==> src/rtl/if_stage.sv <==
// Instruction fetch stage: owns the fetch PC, issues one-word reads, and holds
// the fetched word for decode. Backend redirects may orphan a read in flight.
module if_stage #(
  parameter logic [31:0] RESET_PC = 32'h1eceb000
) (
  input  logic        clk,
  input  logic        rst,
  output logic [31:0] imem_addr,
  output logic [3:0]  imem_rmask,
  input  logic [31:0] imem_rdata,
  input  logic        imem_resp,
  input  logic        stall_inst,
  input  logic        redirect_valid,
  input  logic [31:0] redirect_pc,
  output logic        instr_valid,
  output logic [31:0] instr_rdata,
  output logic [31:0] fetch_pc_curr,
  output logic [31:0] fetch_pc_next
);

  typedef enum logic [1:0] {
    S_REQ  = 2'd0,
    S_WAIT = 2'd1,
    S_HOLD = 2'd2
  } state_t;

  localparam logic [31:0] ALIGN_MASK = 32'hFFFF_FFFC;

  state_t      r_state;
  state_t      w_state_nxt;
  logic [31:0] r_pc;
  logic [31:0] w_pc_nxt;
  logic        r_discard;
  logic        w_discard_nxt;
  logic        r_valid;
  logic        w_valid_nxt;
  logic [31:0] r_instr;
  logic [31:0] w_instr_nxt;
  logic [31:0] r_pc_curr;
  logic [31:0] w_pc_curr_nxt;
  logic [31:0] r_pc_next;
  logic [31:0] w_pc_next_nxt;
  logic [3:0]  w_rmask;
  logic [31:0] w_pc_inc;
  logic [31:0] w_redir_pc;

  assign w_pc_inc   = r_pc + 32'd4;
  assign w_redir_pc = redirect_pc & ALIGN_MASK;

  // Next-state and request logic; a redirect pre-empts every state action.
  always_comb begin
    w_state_nxt   = r_state;
    w_pc_nxt      = r_pc;
    w_discard_nxt = r_discard;
    w_valid_nxt   = r_valid;
    w_instr_nxt   = r_instr;
    w_pc_curr_nxt = r_pc_curr;
    w_pc_next_nxt = r_pc_next;
    w_rmask       = 4'h0;
    if (redirect_valid) begin
      w_pc_nxt    = w_redir_pc;
      w_valid_nxt = 1'b0;
      if (r_state == S_WAIT && !imem_resp) begin
        // The outstanding read still has to come back; remember to drop it.
        w_discard_nxt = 1'b1;
      end else begin
        w_discard_nxt = 1'b0;
        w_state_nxt   = S_REQ;
      end
    end else begin
      case (r_state)
        S_REQ: begin
          w_rmask     = 4'hF;
          w_state_nxt = S_WAIT;
        end
        S_WAIT: begin
          if (imem_resp) begin
            if (r_discard) begin
              w_discard_nxt = 1'b0;
              w_state_nxt   = S_REQ;
            end else begin
              w_instr_nxt   = imem_rdata;
              w_pc_curr_nxt = r_pc;
              w_pc_next_nxt = w_pc_inc;
              w_valid_nxt   = 1'b1;
              w_pc_nxt      = w_pc_inc;
              w_state_nxt   = S_HOLD;
            end
          end
        end
        S_HOLD: begin
          // Accepting the held word launches the next read in the same cycle.
          if (r_valid && !stall_inst) begin
            w_rmask     = 4'hF;
            w_valid_nxt = 1'b0;
            w_state_nxt = S_WAIT;
          end
        end
        default: begin
          w_state_nxt = S_REQ;
        end
      endcase
    end
  end

  always_ff @(posedge clk) begin
    if (rst) begin
      r_state   <= S_REQ;
      r_pc      <= RESET_PC;
      r_discard <= 1'b0;
      r_valid   <= 1'b0;
      r_instr   <= 32'h0;
      r_pc_curr <= RESET_PC;
      r_pc_next <= RESET_PC + 32'd4;
    end else begin
      r_state   <= w_state_nxt;
      r_pc      <= w_pc_nxt;
      r_discard <= w_discard_nxt;
      r_valid   <= w_valid_nxt;
      r_instr   <= w_instr_nxt;
      r_pc_curr <= w_pc_curr_nxt;
      r_pc_next <= w_pc_next_nxt;
    end
  end

  assign imem_addr     = r_pc & ALIGN_MASK;
  assign imem_rmask    = rst ? 4'h0 : w_rmask;
  assign instr_valid   = r_valid;
  assign instr_rdata   = r_instr;
  assign fetch_pc_curr = r_pc_curr;
  assign fetch_pc_next = r_pc_next;

endmodule

==> config.mk <==
export PLATFORM = sky130hd
export DESIGN_NAME = if_stage
export DESIGN_NICKNAME = d
export VERILOG_FILES = /design/src/rtl/if_stage.sv
export SDC_FILE = /design/constraint.sdc
export NUM_CORES = 1
export LEC_CHECK = 0
export CORE_ASPECT_RATIO = 1.75
export CORE_MARGIN = 4
export CORE_UTILIZATION = 38
export DETAILED_ROUTE_END_ITERATION = 8
export PLACE_DENSITY_LB_ADDON = 0.1
export SLEW_MARGIN = 20
export SYNTH_ARGS = -nofsm -noshare
export SYNTH_HDL_FRONTEND = slang
export SYNTH_SLANG_ARGS = --single-unit
==> constraint.sdc <==
create_clock -name clk -period 1.9 [get_ports clk]
set_input_delay 0.38 -clock clk [delete_from_list [all_inputs] [get_ports clk]]
set_output_delay 0.38 -clock clk [all_outputs]
set_load 0.01 [all_outputs]
-- Word level (Yosys, flattened, before mapping)
Index checks and enable logic that the tools add are counted.
- output and inout bits: 133
- input port bits: 69
- word-level logic and storage cells: 57
- flip-flop bits (word level): 132
- equal/unequal tests: 9
- add/subtract/negate cells: 1
- bitwise gates (word level): 2
- reduce and logical (&&, ||, !) cells: 15
- muxes and demuxes: 22
- operators with widths (kind ; count):
    32-bit two-way mux ; 4
    32-bit by 3-bit adder with 32-bit output (second input constant) ; 1
    4-bit two-way mux ; 3
    2-bit two-way mux ; 5
    2-bit inequality test (second input constant) ; 5
    3-bit AND reduction ; 3
    4-bit case mux with 2 select lines ; 1
    4-bit AND reduction ; 2
    1-bit two-way mux ; 7
    3-bit inequality test (second input constant) ; 2
    2-bit case mux with 3 select lines ; 1
    2-bit nonzero test ; 3
    2-bit by 1-bit equality test with 1-bit output (second input constant) ; 1
    2-bit equality test (second input constant) ; 1
    1-bit logical AND ; 2
    1-bit zero test ; 2
    2-bit zero test ; 1
    1-bit NOT ; 2
    1-bit case mux with 2 select lines ; 1
    2-bit AND reduction ; 1
    2-bit OR reduction ; 1

-- Depth between registers and ports, before layout
- depth after elaboration: 6
- gate-level depth with buffers: 6
- gate-level depth less buffers: 5

-- Worst setup path before layout
OpenSTA, ideal clock, no wires.
- kind: register to register
- start point: register r_pc[2]
- end point: register r_pc[16]
- period minus slack after synthesis: 2156 ps
- setup time: 91 ps
- data arrival time: 2065 ps
- path buffers: 0
- slack: -256 ps
- cell stages (with the launch flop): 6
- data required time: 1809 ps
- cells stage by stage: dfxtp_1 -> ha_1 -> nand4_1 -> or4_1 -> or3_1 -> a311oi_1
- cells in the longest elaborated chain, start to end: 5
- RTL lines (element ; RTL line ; RTL):
    start: declaration ; 31 ; logic [31:0] r_pc;
    start signal: assignment ; 117 ; r_pc <= w_pc_nxt;
    32-bit by 3-bit adder with 32-bit output ; 47 ; assign w_pc_inc = r_pc + 32'd4;
    32-bit two-way mux ; 78 ; if (r_discard) begin
    32-bit two-way mux ; 77 ; if (imem_resp) begin
    32-bit two-way mux ; 71 ; case (r_state)
    32-bit two-way mux ; 60 ; if (redirect_valid) begin
No other way between the ends. The select of a mux whose other input is x is not followed.
A chain may end at the register's enable or synchronous reset.

-- Final worst setup path
- start point: register r_pc[3]
- end point: register r_pc[16]
The elaborated chain is that of the path after synthesis.

==> out/summary.txt <==
Status: finished, final reports clean
Post-route clock period utilization: 99.2%
Cells after DPL: 1,170
Area contributors post-synth: dfxtp_1 43%, nand2_1 9.6%, a21oi_1 5.2%
Synth warn: 0
Layout Nets: 1,079
Max VDD drop: 0.523 mV
Aggregate global-route resource usage: 26.3%
Worst endpoint required time: 2220 ps
Cells after synthesis: 754
Final Cell Area: 9450 µm²
CTS max path bufs: 2
Via density: 5.62
Post-Layout Cell Count: 1,205
Least-Margin Pin Slew: 609 ps
Crit path DAT: 2200 ps
Worst-path cell chain: ha_4 -> nand4_1 -> or4_4 -> or3_1 -> a311oi_1
CTS sink cnt: 126
Cell Area, Synth: 5880 µm²
EDFF count, synth: 0
Pwr/cell area: 769 nW/µm²
Delay-heaviest family, CP: simple AND/OR/NAND/NOR gates
Global-route wire length before repair: 36,600 µm
Share of synthesized registers carrying an async set or reset: 0%
Hold path depth: 5
Final Hold Vio Count: 0
Pin count of the biggest net entering global routing: 131
Initial antenna violation count: 0
Stages on the worst setup path: 5
Yosys top cell area share: 42.9%
Worst setup path class: register to register
DRC: 0
Fmax: 531 MHz
Prevailing post-synth register cell: dfxtp_1
Vias in the first global route: 6,914
ANT nets after route: 0
Max Cap Viol: 0
Setup TNS: 0 ps
Clock transition at the registers of the reported paths: 60 ps
Crit end category: register
H-Tree Depth: 4
Yosys cell types: 55
Dpl cell area: 8740 µm²
Cell with the most instances after synthesis: nand2_1
Crit-path max cell delay: 580 ps
Syn_area_per_cell: 7.80 µm²
CTS tree: yes
WL final: 23,500 µm
GPL Wtd Cong: 0.902
Initial drt markers: 309
Initial Utilization: 39.1%
Critical Path Slowest Stage Cell: or4_4
Die Ht: 173 µm
WP buf/inv: 0
Slew HR: 59.4%
P_leak: 3.58 nW
Final setup violating endpoints: 0
PortBufs: 193
Die Wd: 102 µm
Tot Pwr: 0.00726 W
DR WL/cell: 19.5 µm
Leading cell types by count after synthesis: 151 x nand2_1, 126 x dfxtp_1, 61 x a21oi_1, 54 x clkbuf_1, 46 x nor2_1
Layout Skew: 10.1 ps
CTS Buf Count: 17
Core Box Area: 15,100 µm²
Post-DP HPWL: 17,400 µm
Reg2reg path depth: 5
Cts-stage hold buffer count: 0
Unrepaired setup endpoints after global routing: yes
Vias: 6,767
#FFs+latches synth: 126
Skew-Pair Late Insertion Delay: 420 ps
Slew Limit Fails: 0
Min-delay worst type: input pin to register
ANT cells: 0
Core Rows: 59
Total grt overflow: 0
Layout cell share with drive strength beyond 1: 19.5%
CP Max Fanout: 5
Seq/Total Area, Yosys: 42.9%
Clk root buf: clkbuf_16
CP Launch Type: register
Area delta synth->final: 60.6%
Cell taking the most area after synthesis: dfxtp_1
Die Area: 17,600 µm²
Drt first pass iters: 5
Tmin final: 1880 ps
I/O pin total: 202
==> report_power, final <==
group / switching [W] / internal (W)
Sequential: 0.0000982 / 0.00275
Clock: 0.00133 / 0.00199
Combinational: 0.000535 / 0.000561
==> cell families (layout without fill, tap and decap cells) <==
logic type	count (synthesis)	count (layout)	share of synthesized area, %
AO/OA/AOI/OAI	158	158	17.7
other	1	6	0.0637
buffers and inverters	90	353	6.66
AND/OR/NAND/NOR	359	359	29.6
adder cells (fa/ha/maj)	1	1	0.213
XOR/XNOR	19	19	2.83
flip-flops	126	126	42.9
==> path summary, 6_finish.rpt <==
path	startpoint	end	slack, ps
worst max-delay path	r_pc[3]	r_pc[16]	20
worst min-delay path	rst	r_state[1]	410
worst max register to register	r_pc[3]	r_pc[16]	20
worst min register to register	instr_rdata[17]	instr_rdata[17]	450
==> tightest hold or removal path, cell delays in order <==
cell	delay [ps]
buf_4	100
nor2_4	40
inv_2	70
buf_4	150
a21oi_1	40
==> cell usage in the layout, fill, tap and decap left out, types with 11 or more instances in the layout <==
cell type        count
clkbuf_16           17
dfxtp_1            105
nor3_1              34
dlymetal6s2s_1      11
nand4_1             22
clkdlybuf4s50_1    171
buf_4              108
xnor2_1             11
o21ai_0             17
nor4_1              16
a311oi_1            14
and3_1              12
nand2_1            150
a211oi_1            20
nor2_1              44
nand3_1             31
a21oi_1             61
dfxtp_2             18
==> registers in the layout, summed over array words and instances, names as in the netlist <==
register / cells
r_pc: 30
r_discard: 1
fetch_pc_next: 30
instr_valid: 1
fetch_pc_curr: 30
r_state: 2
instr_rdata: 32
==> layout make-up <==
type / instances / area, µm²
clock inverter: 14 / 158
timing repair buffer: 311 / 2940
clock buffer: 18 / 439
tap: 183 / 229
sequential: 126 / 2560
inverter: 10 / 37.5
multi-input combinational: 543 / 3100
fill: 1343 / 5610
==> through the flow <==
step | utilization [%] | worst slack, ps | hold slack (ps)
after floorplan | - | -36.7 | 481
after global placement | 58.0 | -507 | 442
final | 62.8 | 16.0 | 414
after CTS | 62.1 | 0.287 | 430
after detailed placement | 58.0 | -516 | 445
after global routing | 62.8 | -68.8 | 423
==> routing by layer <==
| metal | GRT usage, % | vias up | share of wire [%] |
|---|---|---|---|
| li1 | - | 3200 | - |
| met1 | 28.8 | 3237 | 37 |
| met2 | 47.4 | 277 | 53 |
| met3 | 5.69 | 53 | 5.8 |
| met4 | 11.4 | 0 | 4.0 |
| met5 | 0 | - | 0 |
==> timing repair <==
item | in CTS | in global routing
resized for setup | 41 | 26
buffers inserted | 1 | 2
endpoints found under the setup margin | 23 | 32
pin swaps | 2 | 7
Power figures use the tool's default switching activity.
